===== config.mk =====
export PLATFORM = sky130hd
export DESIGN_NAME = alu_sequencer
export DESIGN_NICKNAME = d
export VERILOG_FILES = /design/src/rtl/alu_sequencer.sv
export SDC_FILE = /design/constraint.sdc
export NUM_CORES = 1
export LEC_CHECK = 0
export CAP_MARGIN = 20
export CORE_MARGIN = 3
export CORE_UTILIZATION = 39
export CTS_BUF_LIST = sky130_fd_sc_hd__clkbuf_16
export DETAILED_ROUTE_END_ITERATION = 7
export PLACE_DENSITY = 0.85
export SLEW_MARGIN = 20
export SYNTH_ARGS = -nofsm -noshare
export SYNTH_HDL_FRONTEND = slang
export SYNTH_SLANG_ARGS = --single-unit

===== constraint.sdc =====
create_clock -name clock -period 7.02 [get_ports clock]
set_clock_uncertainty 0.05 [all_clocks]
set_input_delay 2.106 -clock clock [delete_from_list [all_inputs] [get_ports clock]]
set_output_delay 2.106 -clock clock [all_outputs]
set_load 0.005 [all_outputs]

===== src/rtl/alu_sequencer.sv =====
// Hardwired fetch/execute control unit for the Mini-SRC phase-1 datapath.
// Outputs are a Moore decode of the step register and the instruction held in IR.
module alu_sequencer (
  input  logic        clock,
  input  logic        clear,
  input  logic [31:0] IR,
  input  logic        mem_ready,
  input  logic        stop,
  output logic [15:0] Rin,
  output logic [15:0] Rout,
  output logic        HIin,
  output logic        LOin,
  output logic        PCin,
  output logic        MDRin,
  output logic        IRin,
  output logic        MARin,
  output logic        Yin,
  output logic        Zin,
  output logic        HIout,
  output logic        LOout,
  output logic        Zhighout,
  output logic        Zlowout,
  output logic        PCout,
  output logic        MDRout,
  output logic        Read,
  output logic        IncPC,
  output logic [4:0]  ALU_Control,
  output logic        run,
  output logic        instr_done
);

  typedef enum logic [3:0] {
    ST_RESET = 4'd0,
    ST_T0    = 4'd1,
    ST_T1    = 4'd2,
    ST_T2    = 4'd3,
    ST_T3    = 4'd4,
    ST_T4    = 4'd5,
    ST_T5    = 4'd6,
    ST_T6    = 4'd7,
    ST_HALT  = 4'd8
  } state_t;

  typedef enum logic [2:0] {
    CL_R3   = 3'd0,
    CL_MD   = 3'd1,
    CL_UN   = 3'd2,
    CL_NOP  = 3'd3,
    CL_HALT = 3'd4
  } class_t;

  function automatic class_t decode_class(input logic [4:0] op);
    case (op)
      5'h00, 5'h01, 5'h02, 5'h03, 5'h04,
      5'h05, 5'h06, 5'h07, 5'h08: decode_class = CL_R3;
      5'h0F, 5'h10:               decode_class = CL_MD;
      5'h11, 5'h12:               decode_class = CL_UN;
      5'h1B:                      decode_class = CL_HALT;
      default:                    decode_class = CL_NOP;
    endcase
  endfunction

  function automatic logic [15:0] one_hot16(input logic [3:0] idx);
    one_hot16 = 16'h0001 << idx;
  endfunction

  state_t      state_r;
  state_t      state_next_s;
  class_t      class_s;
  logic [4:0]  op_s;
  logic [3:0]  ra_s;
  logic [3:0]  rb_s;
  logic [3:0]  rc_s;
  logic        done_s;
  logic        ir_unused_s;

  assign op_s    = IR[31:27];
  assign ra_s    = IR[26:23];
  assign rb_s    = IR[22:19];
  assign rc_s    = IR[18:15];
  assign class_s = decode_class(op_s);
  // Low IR bits carry immediates that this phase never consumes.
  assign ir_unused_s = ^IR[14:0];

  // Final execute step for the current instruction class.
  always_comb begin
    done_s = 1'b0;
    case (state_r)
      ST_T3:   done_s = (class_s == CL_NOP) || (class_s == CL_HALT);
      ST_T4:   done_s = (class_s == CL_UN);
      ST_T5:   done_s = (class_s == CL_R3);
      ST_T6:   done_s = (class_s == CL_MD);
      default: done_s = 1'b0;
    endcase
  end

  // Step sequencing; T1 waits on memory, the done step picks HALT or T0.
  always_comb begin
    state_next_s = state_r;
    case (state_r)
      ST_RESET: state_next_s = ST_T0;
      ST_T0:    state_next_s = ST_T1;
      ST_T1: begin
        if (mem_ready) state_next_s = ST_T2;
        else           state_next_s = ST_T1;
      end
      ST_T2:    state_next_s = ST_T3;
      ST_T3, ST_T4, ST_T5, ST_T6: begin
        if (done_s) begin
          if ((class_s == CL_HALT) || stop) state_next_s = ST_HALT;
          else                              state_next_s = ST_T0;
        end else if (state_r == ST_T3) begin
          state_next_s = ST_T4;
        end else if (state_r == ST_T4) begin
          state_next_s = ST_T5;
        end else if (state_r == ST_T5) begin
          state_next_s = ST_T6;
        end else begin
          state_next_s = ST_T0;
        end
      end
      ST_HALT:  state_next_s = ST_HALT;
      default:  state_next_s = ST_RESET;
    endcase
  end

  // Step register; clear forces RESET immediately so every enable drops at once.
  always_ff @(posedge clock or posedge clear) begin
    if (clear) state_r <= ST_RESET;
    else       state_r <= state_next_s;
  end

  // Moore output decode.
  always_comb begin
    Rin         = 16'h0000;
    Rout        = 16'h0000;
    HIin        = 1'b0;
    LOin        = 1'b0;
    PCin        = 1'b0;
    MDRin       = 1'b0;
    IRin        = 1'b0;
    MARin       = 1'b0;
    Yin         = 1'b0;
    Zin         = 1'b0;
    HIout       = 1'b0;
    LOout       = 1'b0;
    Zhighout    = 1'b0;
    Zlowout     = 1'b0;
    PCout       = 1'b0;
    MDRout      = 1'b0;
    Read        = 1'b0;
    IncPC       = 1'b0;
    ALU_Control = 5'h00;
    instr_done  = done_s;
    if ((state_r == ST_RESET) || (state_r == ST_HALT)) run = 1'b0;
    else                                               run = 1'b1;
    case (state_r)
      ST_T0: begin
        PCout = 1'b1;
        MARin = 1'b1;
        IncPC = 1'b1;
        Zin   = 1'b1;
      end
      ST_T1: begin
        Zlowout = 1'b1;
        PCin    = 1'b1;
        Read    = 1'b1;
        MDRin   = 1'b1;
      end
      ST_T2: begin
        MDRout = 1'b1;
        IRin   = 1'b1;
      end
      ST_T3: begin
        case (class_s)
          CL_R3:   begin Rout = one_hot16(rb_s); Yin = 1'b1; end
          CL_MD:   begin Rout = one_hot16(ra_s); Yin = 1'b1; end
          CL_UN:   begin Rout = one_hot16(rb_s); Zin = 1'b1; ALU_Control = op_s; end
          default: Rout = 16'h0000;
        endcase
      end
      ST_T4: begin
        case (class_s)
          CL_R3:   begin Rout = one_hot16(rc_s); Zin = 1'b1; ALU_Control = op_s; end
          CL_MD:   begin Rout = one_hot16(rb_s); Zin = 1'b1; ALU_Control = op_s; end
          CL_UN:   begin Zlowout = 1'b1; Rin = one_hot16(ra_s); end
          default: Rout = 16'h0000;
        endcase
      end
      ST_T5: begin
        case (class_s)
          CL_R3:   begin Zlowout = 1'b1; Rin = one_hot16(ra_s); end
          CL_MD:   begin Zlowout = 1'b1; LOin = 1'b1; end
          default: Rin = 16'h0000;
        endcase
      end
      ST_T6: begin
        if (class_s == CL_MD) begin
          Zhighout = 1'b1;
          HIin     = 1'b1;
        end else begin
          Zhighout = 1'b0;
        end
      end
      default: Rin = 16'h0000;
    endcase
  end

endmodule


==> Word-level counts from Yosys, hierarchy flattened <==
Memory sizes are Yosys's and may differ from the RTL's.
Cells that the tools add are included.
{ "classes": {"eq_ne": 12, "n_shift": 3, "mux": 29, "n_reduce_logical": 8} }
{ "ops": {"columns": ["cell", "count"], "rows": [
  ["$pmux W16 S2", 4],
  ["$shl A1 B4 Y16 const A", 3],
  ["$mux W16", 2],
  ["$pmux W4 S6", 1],
  ["$eq A4 B3 Y1 const B", 4],
  ["$mux W1", 11],
  ["$mux W5", 2],
  ["$pmux W5 S2", 1],
  ["$mux W3", 3],
  ["$eq A4 B2 Y1 const B", 2],
  ["$mux W4", 2],
  ["$eq A3 B2 Y1 const B", 2],
  ["$pmux W1 S3", 2],
  ["$eq A4 B1 Y1 const B", 1],
  ["$eq A4 B4 Y1 const B", 1],
  ["$logic_not A4 Y1", 1],
  ["$pmux W1 S4", 1],
  ["$reduce_or A2 Y1", 2],
  ["$reduce_or A4 Y1", 1],
  ["$eq A3 B1 Y1 const B", 1],
  ["$eq A3 B3 Y1 const B", 1],
  ["$logic_not A3 Y1", 1],
  ["$logic_or A1 B1 Y1", 3]
]} }
{ "word_totals": {"register_bits": 4, "romBits": 96, "output_inout_bits": 55, "wordCells": 54, "n_memories": 1} }
{ "mem_list": {"columns": ["name", "depth", "width", "rd", "rd_ports_with_merged_regs", "wr", "line", "source"], "rows": [
  ["(no name shown)", 32, 3, 1, 0, 0, "53", "case (op)"]
]} }

==> Depth between registers and ports, before layout <==
{ "depth": {"word_depth": 6, "depth_mapped": 10} }

==> Worst setup path before layout <==
No wires, ideal clock.
{ "synth_timing": {"path_type": "input-to-output", "from": "input IR[27]", "to": "output Rout[0]", "t_arrival_ns": 3.790, "required_time_ns": 4.864, "setup_slack_ns": 1.074, "path_stages": 8, "n_path_buf": 0, "path_cell_list": "inv_1 -> ha_1 -> nand2b_1 -> a21oi_1 -> a211oi_4 -> mux2i_4 -> or3b_1 -> o221ai_1"} }
{ "synth_between": {"elab_chain_len": 5} }
{ "synth_lines": {"columns": ["item", "line", "source"], "rows": [
  ["from (decl)", "6", "input logic [31:0] IR,"],
  ["$mem_v2 Z32 W3 (*)", null, null],
  ["$eq A3 B2 Y1 / $logic_not A3 Y1 (equally long branches)", "175, 183", null],
  ["$reduce_or A2 Y1 (no source line)", null, null],
  ["$pmux W16 S2", "175", "case (class_s)"],
  ["$pmux W16 S2 (*)", "157", "case (state_r)"],
  ["to (decl)", "10", "output logic [15:0] Rout,"]
]} }
Mark *: on every way between the ends. The rest lies on a longest branch, timed or not.

==> Worst setup path in the final report <==
{ "layout_timing": {"from": "input IR[29]", "to": "output Rout[0]"} }
The elaborated chain is that of the path after synthesis.

==> run summary <==
Outcome: completed
Max Buffers Root-to-Sink: 2
Worst path most repeated cell: clkdlybuf4s50_1
Clock transition time at the flip-flop clock pins of the worst setup and hold paths: 0.03 ns
Post-route clock period utilization: 0.9782
Hold path startpoint: state_r[3]
Antenna diodes: 0
Detailed Place HPWL: 3656 um
Starting density of the core: 0.4238
Instance count after placement with tap cells included: 305
Fillers: 281
Post-Syn Area: 1336 sq um
Share of Yosys cell area claimed by the top area cell type: 0.07491
Initial antenna violation count: 0
Power Density: 179.7 nW/um^2
Post-synth cell types: 54
Number of search-and-repair iterations in the first detailed-routing pass: 4
Number of placed I/O pins: 91
Core Box Area: 3153 sq um
Critical path's largest stage delay: 0.61 ns
Num Clock Sinks: 4
Final standard cell count with taps included and fillers excluded: 309
Number of pins with negative max-slew slack in the final report: 0
Residual DRC: 0
Via count: 1751
Type of element launching the critical path: input pin
Register ranked first by flip-flop count: state_r
Setup total negative slack: 0 ns
VDD IR-drop max: 0.0001375 V
Highest net fanout along the worst path: 8
Launching instance or port of the critical path: IR[29]
WS Path Type: in2out
Min-delay worst type: reg2reg
WP data required: 4.86 ns
Insertion delay to the later sink of the worst-skew pair: 0.22 ns
Highest achievable clock rate: 145.6 MHz
Slowest CP cell: clkdlybuf4s50_1
Die Width: 64.54 um
Async set-or-reset flop fraction in the synthesized netlist: 1.000
Post-layout total power: 397.0 uW
Family of cells with the greatest summed delay on the critical path: buffers and inverters
Ordered cell list for the critical path: clkdlybuf4s50_1 > and4b_1 > a211oi_4 > mux2i_4 > or3b_1 > o221ai_1 > clkdlybuf4s50_1
Syn Inst Count: 195
Post-synth top flop: dfrtp_1
Reg2reg start: state_r[3]
Synthesis-to-layout area growth: 65.36%
H-tree depth reported by CTS: 1
Flip-flop count of the largest register after layout: 4
PortBufs: 73
Endpoint type of the worst setup path: output pin
Hold_ws: 0.5542 ns
Wire length of the first global-routing pass: 7583 um
Average routed wire per standard cell: 15.19 um
Cell with the most instances after synthesis: nor2_1
Count of flip-flops with a built-in enable after synthesis: 0
Mapped Avg Cell Area: 6.853 sq um
CTS buffer count: 3
Vias per std cell: 5.667
Antenna Nets Post-Route: 0
CP bufs+invs: 2
Data arrival, critical path: 4.71 ns
Fraction of final layout cells sized beyond drive strength 1: 0.1660
Count of endpoints failing setup in the final report: 0
Remaining global-route overflow: 0
Dominant cell type by area after synthesis: dfrtp_1
Leakage power figure: 0.8291 nW
Tot GR Track Use: 0.2236
Row count: 20
Main area contributors after synthesis: dfrtp_1 (7.5%), nor2_1 (5.6%), o221ai_1 (5.2%)
Unrepaired setup endpoints after global routing: no
Total of max-cap violations: 0
# nets final: 307
Number of storage elements in the synthesis netlist: 4
DRT Wirelength: 4694 um
Maximum number of pins on one net before global-route repair: 16
RePlAce Congestion: 0.8894
Share of the yosys chip area belonging to registers: 0.07491
CTS tree: built
Via count of the first global-routing pass: 1566
Height of the die: 64.54 um
Final hold viol count: 0
Registers with the highest flip-flop counts: state_r (4)
Period minus WS final: 6.867 ns
Total number of yosys warnings: 0
Clock Tree Root: clkbuf_16
Violation count after the first detailed-route iteration: 184
Ranking of synthesized cells by instance count: nor2_1 (20), nand2_1 (15), inv_1 (14)
Area of the die: 4165 sq um
==> placed cells by master, fill, tap and decap left out, drive strengths merged, types with 3 or more instances in the layout <==
| cell type | count |
|---|---|
| a21oi | 3 |
| a22oi | 3 |
| a32oi | 4 |
| and2 | 8 |
| buf | 10 |
| clkbuf | 3 |
| clkdlybuf4s50 | 71 |
| dfrtp | 4 |
| ha | 4 |
| inv | 14 |
| nand2 | 16 |
| nand2b | 11 |
| nand3 | 7 |
| nand3b | 5 |
| nand4 | 5 |
| nor2 | 27 |
| nor2b | 5 |
| nor3 | 8 |
| nor4b | 3 |
| o21ai | 9 |
| o221ai | 8 |
| or2 | 4 |
| or3 | 4 |
| or3b | 3 |
==> per-layer routing <==
layer,global-route usage,share of wire,vias up
li1,-,-,838
met2,0.3557,0.47,102
met5,0,0,-
met4,0.06860,0.019,0
met3,0.03120,0.082,8
met1,0.3104,0.43,803
==> stage by stage <==
step           utilization  cell area [sq um]  setup slack, ns
5_1_grt             0.7008               2210          0.03632
2_1_floorplan            -               1340            1.074
3_3_place_gp        0.6603               2082         -0.01012
6_report            0.7008               2210           0.1529
4_1_cts             0.6865               2165          0.01570
3_5_place_dp        0.6603               2082         -0.02649
==> worst reg2reg max path, delay by kind of cell (launching register included) <==
kind             cells  cell delay, ns
AND/OR/NAND/NOR      3            0.87
AO/OA/AOI/OAI        3            0.53
flip-flops           1            0.46
==> logic make-up after synthesis <==
| kind of cell | after synthesis | share of synthesized area |
|---|---|---|
| and+or+nand+nor | 111 | 0.4841 |
| AOI/OAI and AO/OA | 42 | 0.2537 |
| buffers and inverters | 31 | 0.1227 |
| adders and majority gates | 4 | 0.03745 |
| DFF | 4 | 0.07491 |
| muxes | 2 | 0.02434 |
| other | 1 | 0.002806 |
==> path summary, 6_finish.rpt <==
check                                   to  slack, ns  depth (start not counted)
worst max-delay path               Rout[0]       0.15                          7
worst min-delay path            state_r[2]       0.55                          1
worst max register to register  state_r[0]       4.99                          6
worst min register to register  state_r[2]       0.55                          1
max in group asynchronous       state_r[2]       4.74                          2
min in group asynchronous       state_r[3]       2.02                          2
==> final cells by class <==
class | count | area, sq um | share of cell area
clock buffers | 3 | 75.07 | 0.03398
inverters | 14 | 52.55 | 0.02378
multi-input cells | 161 | 1116 | 0.5051
well taps | 44 | 55.05 | 0.02492
repair buffers | 83 | 810.8 | 0.3669
flip-flops and latches | 4 | 100.1 | 0.04530
==> power breakdown <==
part	switching, mW	leakage, nW	internal (mW)
Sequential	0.0254	0.0505	0.0334
Clock	0.0153	0.0370	0.0727
Combinational	0.114	0.742	0.136
==> what timing repair did <==
action	in CTS	in global routing
endpoints found under the setup margin	1	31
hold endpoints to repair	0	0
pin swaps	0	3
buffers inserted	1	0
cloned	0	0
resized for setup	0	17
hold buffers	0	0
Power figures use the tool's default switching activity.
